==> src/rtl/instr_fetch_unit.sv <==
// Instruction fetch front end: owns the PC, issues one outstanding imem request at a time and
// presents one instruction to decode. Optional perf counters are built when FETCH_PERF_EN is defined.
module instr_fetch_unit #(
  parameter logic [31:0] RESET_PC  = 32'h0000_0000,
  parameter logic [31:0] NOP_INSTR = 32'h0000_0013
) (
  input  logic        clk,
  input  logic        rst_n,
  output logic        imem_req,
  output logic [31:0] imem_addr,
  input  logic        imem_gnt,
  input  logic        imem_rvalid,
  input  logic [31:0] imem_rdata,
  output logic [31:0] instr,
  output logic        instr_valid,
  output logic [31:0] pc,
  output logic [31:0] pc_plus4,
  input  logic        stall,
  input  logic        pc_src,
  input  logic [31:0] imm_ext,
`ifdef FETCH_PERF_EN
  output logic [31:0] perf_fetched,
  output logic [31:0] perf_stall,
`endif
  output logic [1:0]  fsm_state
);

  // Handshake: imem_req stays high with a stable imem_addr until imem_gnt is seen in FETCH;
  // read data is taken only in WAIT; instr is consumed downstream when instr_valid && !stall.
  typedef enum logic [1:0] {
    S_FETCH = 2'd0,
    S_WAIT  = 2'd1,
    S_VALID = 2'd2
  } state_t;

  state_t      state_q, state_d;
  logic [31:0] fetch_pc_q, fetch_pc_d;
  logic [31:0] instr_q, instr_d;
  logic [31:0] pc_q, pc_d;
  logic        accept;
  logic [31:0] next_tgt;

  assign accept   = (state_q == S_VALID) && !stall;
  assign next_tgt = (pc_q + imm_ext) & 32'hFFFF_FFFC;

  always_comb begin
    state_d    = state_q;
    fetch_pc_d = fetch_pc_q;
    instr_d    = instr_q;
    pc_d       = pc_q;
    case (state_q)
      S_FETCH: begin
        if (imem_gnt) state_d = S_WAIT;
      end
      S_WAIT: begin
        if (imem_rvalid) begin
          instr_d = imem_rdata;
          pc_d    = fetch_pc_q;
          state_d = S_VALID;
        end
      end
      S_VALID: begin
        // Redirect only on the accept cycle; a stalled instruction ignores pc_src/imm_ext.
        if (accept) begin
          fetch_pc_d = pc_src ? next_tgt : (pc_q + 32'd4);
          instr_d    = NOP_INSTR;
          state_d    = S_FETCH;
        end
      end
      default: state_d = S_FETCH;
    endcase
  end

  always_ff @(posedge clk) begin
    if (!rst_n) begin
      state_q    <= S_FETCH;
      fetch_pc_q <= RESET_PC;
      instr_q    <= NOP_INSTR;
      pc_q       <= RESET_PC;
    end else begin
      state_q    <= state_d;
      fetch_pc_q <= fetch_pc_d;
      instr_q    <= instr_d;
      pc_q       <= pc_d;
    end
  end

`ifdef FETCH_PERF_EN
  always_ff @(posedge clk) begin
    if (!rst_n) begin
      perf_fetched <= 32'd0;
      perf_stall   <= 32'd0;
    end else begin
      if (accept) perf_fetched <= perf_fetched + 32'd1;
      if ((state_q == S_VALID) && stall) perf_stall <= perf_stall + 32'd1;
    end
  end
`endif

  // Request is masked while reset is asserted so nothing leaves during reset cycles.
  assign imem_req    = rst_n && (state_q == S_FETCH);
  assign imem_addr   = fetch_pc_q;
  assign instr       = instr_q;
  assign instr_valid = (state_q == S_VALID);
  assign pc          = pc_q;
  assign pc_plus4    = pc_q + 32'd4;
  assign fsm_state   = state_q;

endmodule

==> config.mk <==
export PLATFORM = sky130hd
export DESIGN_NAME = instr_fetch_unit
export DESIGN_NICKNAME = d
export VERILOG_FILES = /design/src/rtl/instr_fetch_unit.sv
export SDC_FILE = /design/constraint.sdc
export NUM_CORES = 1
export LEC_CHECK = 0
export ABC_AREA = 1
export ABC_CLOCK_PERIOD_IN_PS = 1900
export BUFFER_PORTS_ARGS = -buffer_cell sky130_fd_sc_hd__buf_4
export CORE_MARGIN = 2
export CORE_UTILIZATION = 40
export CTS_CLUSTER_DIAMETER = 120
export CTS_CLUSTER_SIZE = 25
export DETAILED_ROUTE_END_ITERATION = 7
export MAX_ROUTING_LAYER = met4
export PLACE_DENSITY = 0.66
export REMOVE_ABC_BUFFERS = 1
export SLEW_MARGIN = 5
export SYNTH_ARGS = -nofsm -noshare
export SYNTH_HDL_FRONTEND = slang
export SYNTH_SLANG_ARGS = --single-unit
==> constraint.sdc <==
create_clock -name clk -period 1.9 [get_ports clk]
set_clock_uncertainty 0.2 [all_clocks]
set_input_delay 0.38 -clock clk [delete_from_list [all_inputs] [get_ports clk]]
set_output_delay 0.38 -clock clk [all_outputs]
set_load 0.02 [all_outputs]
==> results.json, run 1 <==
{
  "run_status": "finished with violations",
  "violations": "setup timing",
  "critPathRequiredTime_ps": 1320,
  "synth_top_area_share_pct": 27.4,
  "reg2reg_from": "pc[3]",
  "timing.final.max_slew_violations": 0,
  "final_layout_size_suffix_gt1_share_pct": 54.1,
  "fin_util_pct": 76.0,
  "dp.final_hpwl_um": 21300,
  "peakVddDrop_mv": 0.425,
  "wire_per_inst_um": 20.4,
  "core-area_um2": 17400,
  "category_of_the_worst_setup_path_launch_point": "flip-flop",
  "timing.max_cap.violations": 0,
  "antenna_violations_before_repair": 0,
  "r2r_depth": 19,
  "worst-r2r-setup-slack_ps": -480,
  "critical_path.max_fanout": 4,
  "htreeDepth": 3,
  "clkLatencyLatePin_ps": 360,
  "rsz0062_at_grt": "yes",
  "syn2layout_area_growth_pct": 85.0,
  "post_detailed_routing_wire_length_um": 37200,
  "worst-slew-pin-transition_ps": 502,
  "clock_sink_count": 98,
  "ys_warn_count": 0,
  "clock-root-buffer": "clkbuf_16",
  "place_worst_setup_slack_ps": -452,
  "design.final.nets": 1700,
  "multiInputGateArea_um2": 6130,
  "clock.fmax_mhz": 381,
  "vias_in_the_first_global_route": 9554,
  "crit_arrival_ps": 2040,
  "yosys.cell_count.top_type": "nand2_1",
  "seq_area_frac_synth_pct": 27.4,
  "ys_types": 42,
  "drt_pass1_iterations": 6,
  "synth_cells": 1199,
  "critical_path.endpoint_type": "output port",
  "synth.top_cells.by_area": "dfxtp_1 27%, nand2_1 20%, inv_1 10%",
  "grt_first_pass_wirelength_um": 48700,
  "synth_edf_count": 0,
  "cts_buffers": 9,
  "place_congestion": 0.963,
  "hold_viol": 0,
  "fp.dieArea_um2": 19000,
  "layout_worst_path_cycle_share_pct": 138,
  "grt_remaining_overflow": 0,
  "cts_max_path_buffers": 2,
  "filler_cell_count": 1156,
  "timing.slew.headroom_pct": 66.6,
  "postSynth.asyncResetShare_pct": 0,
  "holdBufCountCts": 0,
  "worstHoldPathCells": 3,
  "timing.rr.end": "imem_addr[25]",
  "timing.setup.critical_path_class": "reg -> out",
  "diodes": 0,
  "detailedRoute.firstIterationViolations": 1002,
  "row_count": 48,
  "worst_setup_slack_final_ps": -723,
  "most_common_library_cells_after_synthesis": "388 x nand2_1, 198 x inv_1, 125 x nand3_1",
  "detail-route-antenna-nets": 0,
  "synth_largest_area_cell": "dfxtp_1",
  "final.min_clock_period_ps": 2620,
  "critical_path.startpoint": "pc[3]",
  "route.vias.total": 10395,
  "setup-violations-final": 57,
  "cts_tree": "built",
  "numPortBuffers": 201,
  "die_height_um": 138,
  "register_clock_pin_slew_on_the_reported_worst_setup_and_hold_paths_ps": 70,
  "initial_core_utilization_pct": 41.1,
  "grt_use_total_pct": 34.3,
  "vias_per_cell": 5.68,
  "power.static_leakage_uw": 0.00668,
  "synthFlopType": "dfxtp_1",
  "die_w_um": 138,
  "io-pin-count": 202,
  "ff_latch_area_um2": 2050,
  "synth_area_um2": 7150,
  "power-per-cell-area_nw_per_um2": 506,
  "synth.ff_latch_count": 98,
  "setup.worst_path.end": "pc_plus4[11]",
  "avgSynthCellArea_um2": 5.97,
  "pin_count_of_the_biggest_net_entering_global_routing": 57,
  "drc": 0,
  "worst_hold_path_type": "in -> reg"
}
## critical path, stage by stage (launching register included)
cell and delay, ps:
dfxtp_4 380, buf_6 120, nand3_4 150, nor2_8 140, nand2_4 80, nor2_4 280
xor2_4 340, buf_6 170
## area by class of cell
type	count	area share (%)
clock buffers	12	1.86
clock inverters	4	0.388
inverters	204	5.99
multi-input cells	854	46.3
flip-flops and latches	98	15.5
well taps	225	2.13
repair buffers	432	27.9
## metrics by stage
step | hold WS [ps] | total power [uW] | setup TNS [ps] | instances | area, um^2
floorplan | 249 | 3120 | -122800 | 1156 | 6950
global placement | 259 | 4010 | -14250 | 1738 | 9980
global route | 63.1 | 6900 | -24860 | 1829 | 13200
CTS | 56.0 | 6290 | -15340 | 1813 | 12200
detailed placement | 269 | 4020 | -15150 | 1738 | 9980
finish | 46.9 | 6700 | -22090 | 1829 | 13200
## where the power goes
part	switching (uW)	internal, uW	total, uW	leakage (uW)
logic	1430	1110	2540	0.00572
registers	103	2130	2230	0.000813
clock network	868	1060	1930	0.000143
## worst min-delay path by stage
stage / start / to / slack, ps
3_3_place_gp: instr[1] / instr[1] / 260
2_1_floorplan: rst_n / instr[0] / 250
6_report: imem_rdata[4] / instr[4] / 50
3_5_place_dp: imem_addr[9] / imem_addr[9] / 270
5_1_grt: imem_rdata[1] / instr[1] / 60
4_1_cts: imem_rdata[4] / instr[4] / 60
## metal layers
metal / vias up / wire, um / global-route usage, %
li1: 4562 / - / -
met1: 4850 / 13500 / 41.2
met2: 744 / 17100 / 56.1
met3: 239 / 4000 / 5.63
met4: 0 / 2640 / 16.6
met5: - / 0 / -
## what timing repair did
| item | in CTS | in global routing |
|---|---|---|
| setup endpoints to repair | 56 | 86 |
| buffers inserted | 71 | 25 |
| pin swaps | 131 | 166 |
| resized for setup | 392 | 237 |
## registers in the layout, summed over array words and instances, names as in the netlist
name and cells:
instr 32, fsm_state 2, pc 32, imem_addr 32
## cell usage in the layout (no fill, tap or decap), types with 5 or more instances in the layout
cell type / netlist / final
o21ai_0: 47 / 43
buf_6: 1 / 95
dfxtp_1: 98 / 72
clkbuf_16: 0 / 9
dfxtp_4: 0 / 21
nor2_1: 61 / 23
xor2_4: 0 / 8
o21ai_2: 1 / 6
buf_12: 0 / 7
dfxtp_2: 0 / 5
nor3_4: 1 / 9
buf_4: 6 / 330
inv_1: 198 / 163
nand2_1: 388 / 217
nand2_4: 1 / 43
a21oi_1: 107 / 86
nand3_2: 1 / 35
inv_2: 5 / 31
nand3_1: 125 / 86
nor2_2: 5 / 21
nor2_4: 4 / 26
xor2_2: 1 / 9
nand4_1: 6 / 6
nand2_2: 4 / 129
inv_4: 0 / 9
a21oi_2: 3 / 20
ha_4: 0 / 20
nand3_4: 1 / 6
o21ai_1: 8 / 7
ha_1: 31 / 11
## kinds of logic (layout without fill, tap and decap cells)
| family | after synthesis | after routing | share of synthesized area (%) |
|---|---|---|---|
| adder cells (fa/ha/maj) | 31 | 31 | 5.42 |
| XOR/XNOR | 28 | 28 | 3.53 |
| flip-flops | 98 | 98 | 27.4 |
| AND/OR/NAND/NOR | 616 | 616 | 37.0 |
| buffers and inverters | 247 | 652 | 13.5 |
| AO/OA/AOI/OAI | 179 | 179 | 13.1 |
Power figures use the tool's default switching activity.
==> inputs of run 2 (changes only) <==
Settings changed: CORE_UTILIZATION 40 to 48, PLACE_DENSITY 0.66 to 0.77, RECOVER_POWER set to 25.
==> results.json, run 2 (same netlist as run 1, synthesis figures left out) <==
{
  "run_status": "finished with violations",
  "violations": "DRC, setup timing",
  "register_clock_pin_slew_on_the_reported_worst_setup_and_hold_paths_ps": 70,
  "grt_first_pass_wirelength_um": 49600,
  "io-pin-count": 202,
  "die_height_um": 126,
  "fp.dieArea_um2": 15900,
  "category_of_the_worst_setup_path_launch_point": "flip-flop",
  "core-area_um2": 14500,
  "htreeDepth": 3,
  "vias_per_cell": 6.26,
  "tns_ps": -27870,
  "cts_tree": "built",
  "crit_path_top_delay_cell": "a31oi_1",
  "rsz0062_at_grt": "yes",
  "wire_per_inst_um": 22.9,
  "grt_remaining_overflow": 0,
  "design.final.nets": 1683,
  "r2r_depth": 12,
  "cts_max_path_buffers": 2,
  "grt_use_total_pct": 40.5,
  "clkLatencyLatePin_ps": 350,
  "place_congestion": 0.979,
  "drc": 23,
  "post_detailed_routing_wire_length_um": 40500,
  "numPortBuffers": 201,
  "critPathRequiredTime_ps": 1870,
  "hold_viol": 0,
  "holdBufCountCts": 0,
  "final_cell_count_no_fill": 1771,
  "route.vias.total": 11091,
  "timing.slew.headroom_pct": 38.8,
  "timing.critical_path.mode_cell": "nand2_1",
  "final_common_cell": "buf_4",
  "layout_common_cells": "306 x buf_4, 244 x nand2_1, 175 x inv_1",
  "reg2reg_from": "pc[6]",
  "detail-route-antenna-nets": 0,
  "timing.rr.end": "imem_addr[11]",
  "pin_count_of_the_biggest_net_entering_global_routing": 62,
  "antenna_violations_before_repair": 0,
  "drt_pass1_iterations": 8,
  "final_layout_size_suffix_gt1_share_pct": 48.1,
  "syn2layout_area_growth_pct": 73.9,
  "cp_num_cells": 12,
  "power-per-cell-area_nw_per_um2": 539,
  "layout_worst_path_cycle_share_pct": 147,
  "die_w_um": 126,
  "critical_path.startpoint": "pc[6]",
  "filler_cell_count": 780,
  "family_of_cells_with_the_greatest_summed_delay_on_the_critical_path": "simple AND/OR/NAND/NOR gates",
  "initial_core_utilization_pct": 49.2,
  "critical_path.max_fanout": 4,
  "setup.worst_path.end": "imem_addr[11]",
  "row_count": 44,
  "worst_hold_path_type": "in -> reg",
  "critical_path.endpoint_type": "flip-flop",
  "crit_arrival_ps": 2770,
  "placedCellCount": 1696,
  "timing.setup.critical_path_class": "reg -> reg",
  "clock-root-buffer": "clkbuf_16",
  "worst_setup_slack_final_ps": -898,
  "final.min_clock_period_ps": 2800,
  "detailedRoute.firstIterationViolations": 1767,
  "clock.fmax_mhz": 357,
  "timing.critical_path.slowest_cell_delay_ps": 510,
  "worst-slew-pin-transition_ps": 918,
  "timing.max_cap.violations": 0,
  "clock_sink_count": 98,
  "critical_path_buf_inv_count": 2,
  "post-layout-total-power_uw": 6700,
  "worst-r2r-setup-slack_ps": -900,
  "worstPathCellList": "buf_4 > buf_6 > ha_4 > nand2_4 > nor2_1 > nand2_1 > nand2_2 > nand2_1 > nand2_2 > xor2_1 > nand2_1 > a31oi_1",
  "vias_in_the_first_global_route": 9716,
  "peakVddDrop_mv": 0.520,
  "diodes": 0,
  "timing.final.max_slew_violations": 0,
  "dp.final_hpwl_um": 20800,
  "cts_buffers": 9,
  "power.static_leakage_uw": 0.00625,
  "setup-violations-final": 58
}
[run 2: worst min path at each step]
stage	from	to	slack, ps	cells after the start
after floorplan	rst_n	instr[0]	250	1
after global placement	instr[1]	instr[1]	260	2
after CTS	imem_rdata[1]	instr[1]	50	3
after global routing	imem_rdata[1]	instr[1]	70	3
after detailed placement	imem_addr[12]	imem_addr[12]	270	2
final	imem_rdata[1]	instr[1]	60	3
[run 2: per-layer routing]
metal	part of all wire [%]	vias to the layer above	GRT usage (%)	wire length (um)
li1	-	4515	-	-
met1	34	4972	47.9	13600
met2	43	1178	63.8	17600
met3	14	426	9.26	5640
met4	9.2	0	22.2	3710
met5	0	-	-	0
[run 2: final cells by class]
type | count | area (um^2) | area share [%]
Multi-Input combinational cell | 854 | 5810 | 46.7
Timing Repair Buffer | 415 | 3280 | 26.4
Sequential cell | 98 | 2040 | 16.4
Inverter | 204 | 773 | 6.22
Clock buffer | 13 | 260 | 2.09
Tap cell | 184 | 230 | 1.85
Clock inverter | 3 | 46.3 | 0.372
[run 2: power by group]
part	internal (uW)	leakage (uW)	switching, uW	total [uW]
Combinational	1040	0.00529	1480	2510
Sequential	2130	0.000812	97.2	2230
Clock	1100	0.000146	856	1960
[run 2: timing repair]
action | 4_1_cts | 5_1_grt
gates resized for setup | 309 | 192
pin swaps | 90 | 101
endpoints found under the setup margin | 56 | 65
setup buffers | 39 | 23
[run 2: metrics by stage]
step / setup slack (ps) / hold slack (ps) / util (%) / instance area [um^2]
after floorplan: -1990 / 249 / - / 6950
after global placement: -427 / 263 / 68.3 / 9930
after detailed placement: -422 / 270 / 68.3 / 9930
after CTS: -488 / 50.8 / 80.6 / 11700
after global routing: -955 / 72.7 / 85.6 / 12400
final: -898 / 57.9 / 85.6 / 12400
[run 2: worst reg2reg max path, cell delays in order (launching register included)]
cell and delay [ps]:
dfxtp_4 370, buf_4 140, buf_6 130, ha_4 320, nand2_4 110, nor2_1 140
nand2_1 90, nand2_2 110, nand2_1 90, nand2_2 140, xor2_1 190, nand2_1 100
a31oi_1 510
==> inputs of run 3 (changes only) <==
Settings changed: ABC_AREA 1 to not set, ABC_CLOCK_PERIOD_IN_PS 1900 to not set, CAP_MARGIN set to 10, CORE_UTILIZATION 48 to 46, PLACE_DENSITY 0.77 to 0.78.
==> results.json, run 3 <==
{
  "run_status": "finished with violations",
  "violations": "setup timing",
  "crit_path_top_delay_cell": "or3_4",
  "vias_per_cell": 6.00,
  "cts_tree": "built",
  "initial_core_utilization_pct": 47.1,
  "die_height_um": 115,
  "numPortBuffers": 201,
  "power-per-cell-area_nw_per_um2": 504,
  "reg2reg_from": "pc[1]",
  "critical_path_buf_inv_count": 4,
  "synth_top_area_share_pct": 34.8,
  "final_common_cell": "buf_4",
  "synth_cells": 726,
  "synthFlopType": "dfxtp_1",
  "critical_path.endpoint_type": "output port",
  "synth.ff_latch_count": 98,
  "grt_remaining_overflow": 0,
  "synth.top_cells.by_area": "dfxtp_1 35%, nand2_1 8.0%, a21oi_1 7.5%",
  "detailedRoute.firstIterationViolations": 717,
  "filler_cell_count": 677,
  "vias_in_the_first_global_route": 7144,
  "diodes": 0,
  "yosys.cell_count.top_type": "nand2_1",
  "row_count": 40,
  "timing.slew.headroom_pct": 55.9,
  "drc": 0,
  "most_common_library_cells_after_synthesis": "120 x nand2_1, 98 x dfxtp_1, 84 x a21oi_1",
  "detail-route-antenna-nets": 0,
  "worst_setup_slack_final_ps": -1110,
  "gr-usage-met3_pct": 7.09,
  "htreeDepth": 3,
  "worst_hold_path_type": "in -> reg",
  "antenna_violations_before_repair": 0,
  "worstPathCellList": "buf_6 > nand2_4 > or3_4 > nor3b_4 > buf_6 > buf_6 > nand4_1 > xnor2_2 > buf_4",
  "family_of_cells_with_the_greatest_summed_delay_on_the_critical_path": "simple AND/OR/NAND/NOR gates",
  "post_detailed_routing_wire_length_um": 26000,
  "drt_pass1_iterations": 6,
  "ys_types": 53,
  "clkLatencyLatePin_ps": 360,
  "grt_util_met2_pct": 57.7,
  "core-area_um2": 12000,
  "hold_path.startpoint": "imem_gnt",
  "die_w_um": 115,
  "global_route.usage.met1_pct": 42.0,
  "timing.critical_path.mode_cell": "buf_6",
  "hold_viol": 0,
  "clock_sink_count": 98,
  "avgSynthCellArea_um2": 7.76,
  "critical_path.startpoint": "pc[3]",
  "place_congestion": 0.903,
  "rsz0062_at_grt": "yes",
  "wire_per_inst_um": 20.5,
  "dp.final_hpwl_um": 14500,
  "route.vias.total": 7622,
  "cts_max_path_buffers": 2,
  "critical_path.max_fanout": 4,
  "pin_count_of_the_biggest_net_entering_global_routing": 62,
  "syn2layout_area_growth_pct": 79.1,
  "final.min_clock_period_ps": 3010,
  "fp.dieArea_um2": 13200,
  "place_worst_setup_slack_ps": -1360,
  "grt.busiest_layer": "met2",
  "multiInputGateArea_um2": 4250,
  "seq_area_frac_synth_pct": 34.8,
  "final_layout_size_suffix_gt1_share_pct": 46.2,
  "layout_worst_path_cycle_share_pct": 158,
  "ff_latch_area_um2": 1970,
  "holdBufCountCts": 0,
  "clock.fmax_mhz": 332,
  "postSynth.asyncResetShare_pct": 0,
  "synth_edf_count": 0,
  "category_of_the_worst_setup_path_launch_point": "flip-flop",
  "crit_arrival_ps": 2430,
  "grt_first_pass_wirelength_um": 35600,
  "timing.critical_path.slowest_cell_delay_ps": 440,
  "synth_area_um2": 5640,
  "cts_buffers": 9,
  "setup-violations-final": 60,
  "grt_use_total_pct": 35.3,
  "ys_warn_count": 0,
  "timing.setup.critical_path_class": "reg -> out",
  "power.static_leakage_uw": 0.00474,
  "worst-slew-pin-transition_ps": 660,
  "synth_largest_area_cell": "dfxtp_1",
  "design.final.nets": 1219,
  "peakVddDrop_mv": 0.423,
  "clock-root-buffer": "clkbuf_16",
  "critPathRequiredTime_ps": 1320,
  "register_clock_pin_slew_on_the_reported_worst_setup_and_hold_paths_ps": 70,
  "fin_util_pct": 84.4,
  "timing.final.max_slew_violations": 0,
  "layout_common_cells": "321 x buf_4, 112 x nand2_1, 89 x dfxtp_1",
  "timing.max_cap.violations": 0,
  "io-pin-count": 202,
  "post-layout-total-power_uw": 5090
}
==> run 3: cell count changes in the layout (fill, tap and decap cells not counted), moves of 19 or more <==
cell     change
inv_1      -166
nand2_1    -132
nand2_2    -119
nand3_1     -86
nor2_1      +43
a22oi_1     +30
nand3_2     -25
inv_2       -24
nand2_4     -22
a21oi_2     -21
nor2_2      -20
dfxtp_4     -19
o21ai_0     -19
==> run 3: layer usage <==
metal  wire length (um)  share of wire [%]  up-vias
li1                   -                  -     3340
met1               9660                 37     3574
met2              12500                 48      543
met3               2230                8.6      165
met4               1590                6.1        0
met5                  0                  0        -
==> run 3: report_power, final <==
part	leakage (uW)	switching, uW	internal, uW	total, uW
Combinational	0.00377	428	326	754
Sequential	0.000797	29.5	2090	2120
Clock	0.000171	877	1340	2210
Total	0.00474	1330	3760	5090
==> run 3: worst register-to-register path: stages (launching register included) <==
cell       delay (ps)
dfxtp_2           340
ha_4              220
a31o_4            240
a41o_1            220
a2111oi_4         400
o211ai_2          180
a221oi_4          390
o21ai_2           120
a21oi_4           180
nor4_1             70
a221o_1           260
==> run 3: final cells by class <==
class	instances	share of cell area, %
Inverter	11	0.409
Timing Repair Buffer	426	32.7
Sequential cell	98	19.5
Clock inverter	5	1.07
Clock buffer	11	2.40
Multi-Input combinational cell	572	42.1
Tap cell	147	1.82
==> run 3: metrics by stage <==
stage / cells / TNS (ps) / hold slack [ps] / area, um^2
2_1_floorplan: 681 / -147530 / 242 / 5460
3_3_place_gp: 1184 / -45360 / 258 / 8350
3_5_place_dp: 1184 / -47990 / 263 / 8350
4_1_cts: 1250 / -38110 / 64.3 / 9690
5_1_grt: 1270 / -49780 / 53.9 / 10100
6_report: 1270 / -46090 / 49.0 / 10100
==> run 3: path summary, 6_finish.rpt <==
path	end	slack (ps)	cells past startpoint
hold reg to reg	pc[10]	280	2
setup / recovery	pc_plus4[27]	-1110	9
hold / removal	fsm_state[0]	50	3
setup reg to reg	imem_addr[24]	-1040	10
==> run 3: repair_timing <==
item	CTS	global route
setup endpoints to repair	86	77
resized for setup	133	82
buffers inserted	52	29
cloned	0	0
pin swaps	84	64
==> run 3: logic make-up after synthesis <==
| logic type | count (synthesis) | synth area share [%] |
|---|---|---|
| DFF | 98 | 34.8 |
| AOI/OAI and AO/OA | 218 | 25.3 |
| xor gates and xnor gates | 51 | 7.92 |
| and+or+nand+nor | 269 | 20.6 |
| muxes | 3 | 0.533 |
| adders and majority gates | 31 | 6.88 |
| buffers and inverters | 56 | 3.91 |
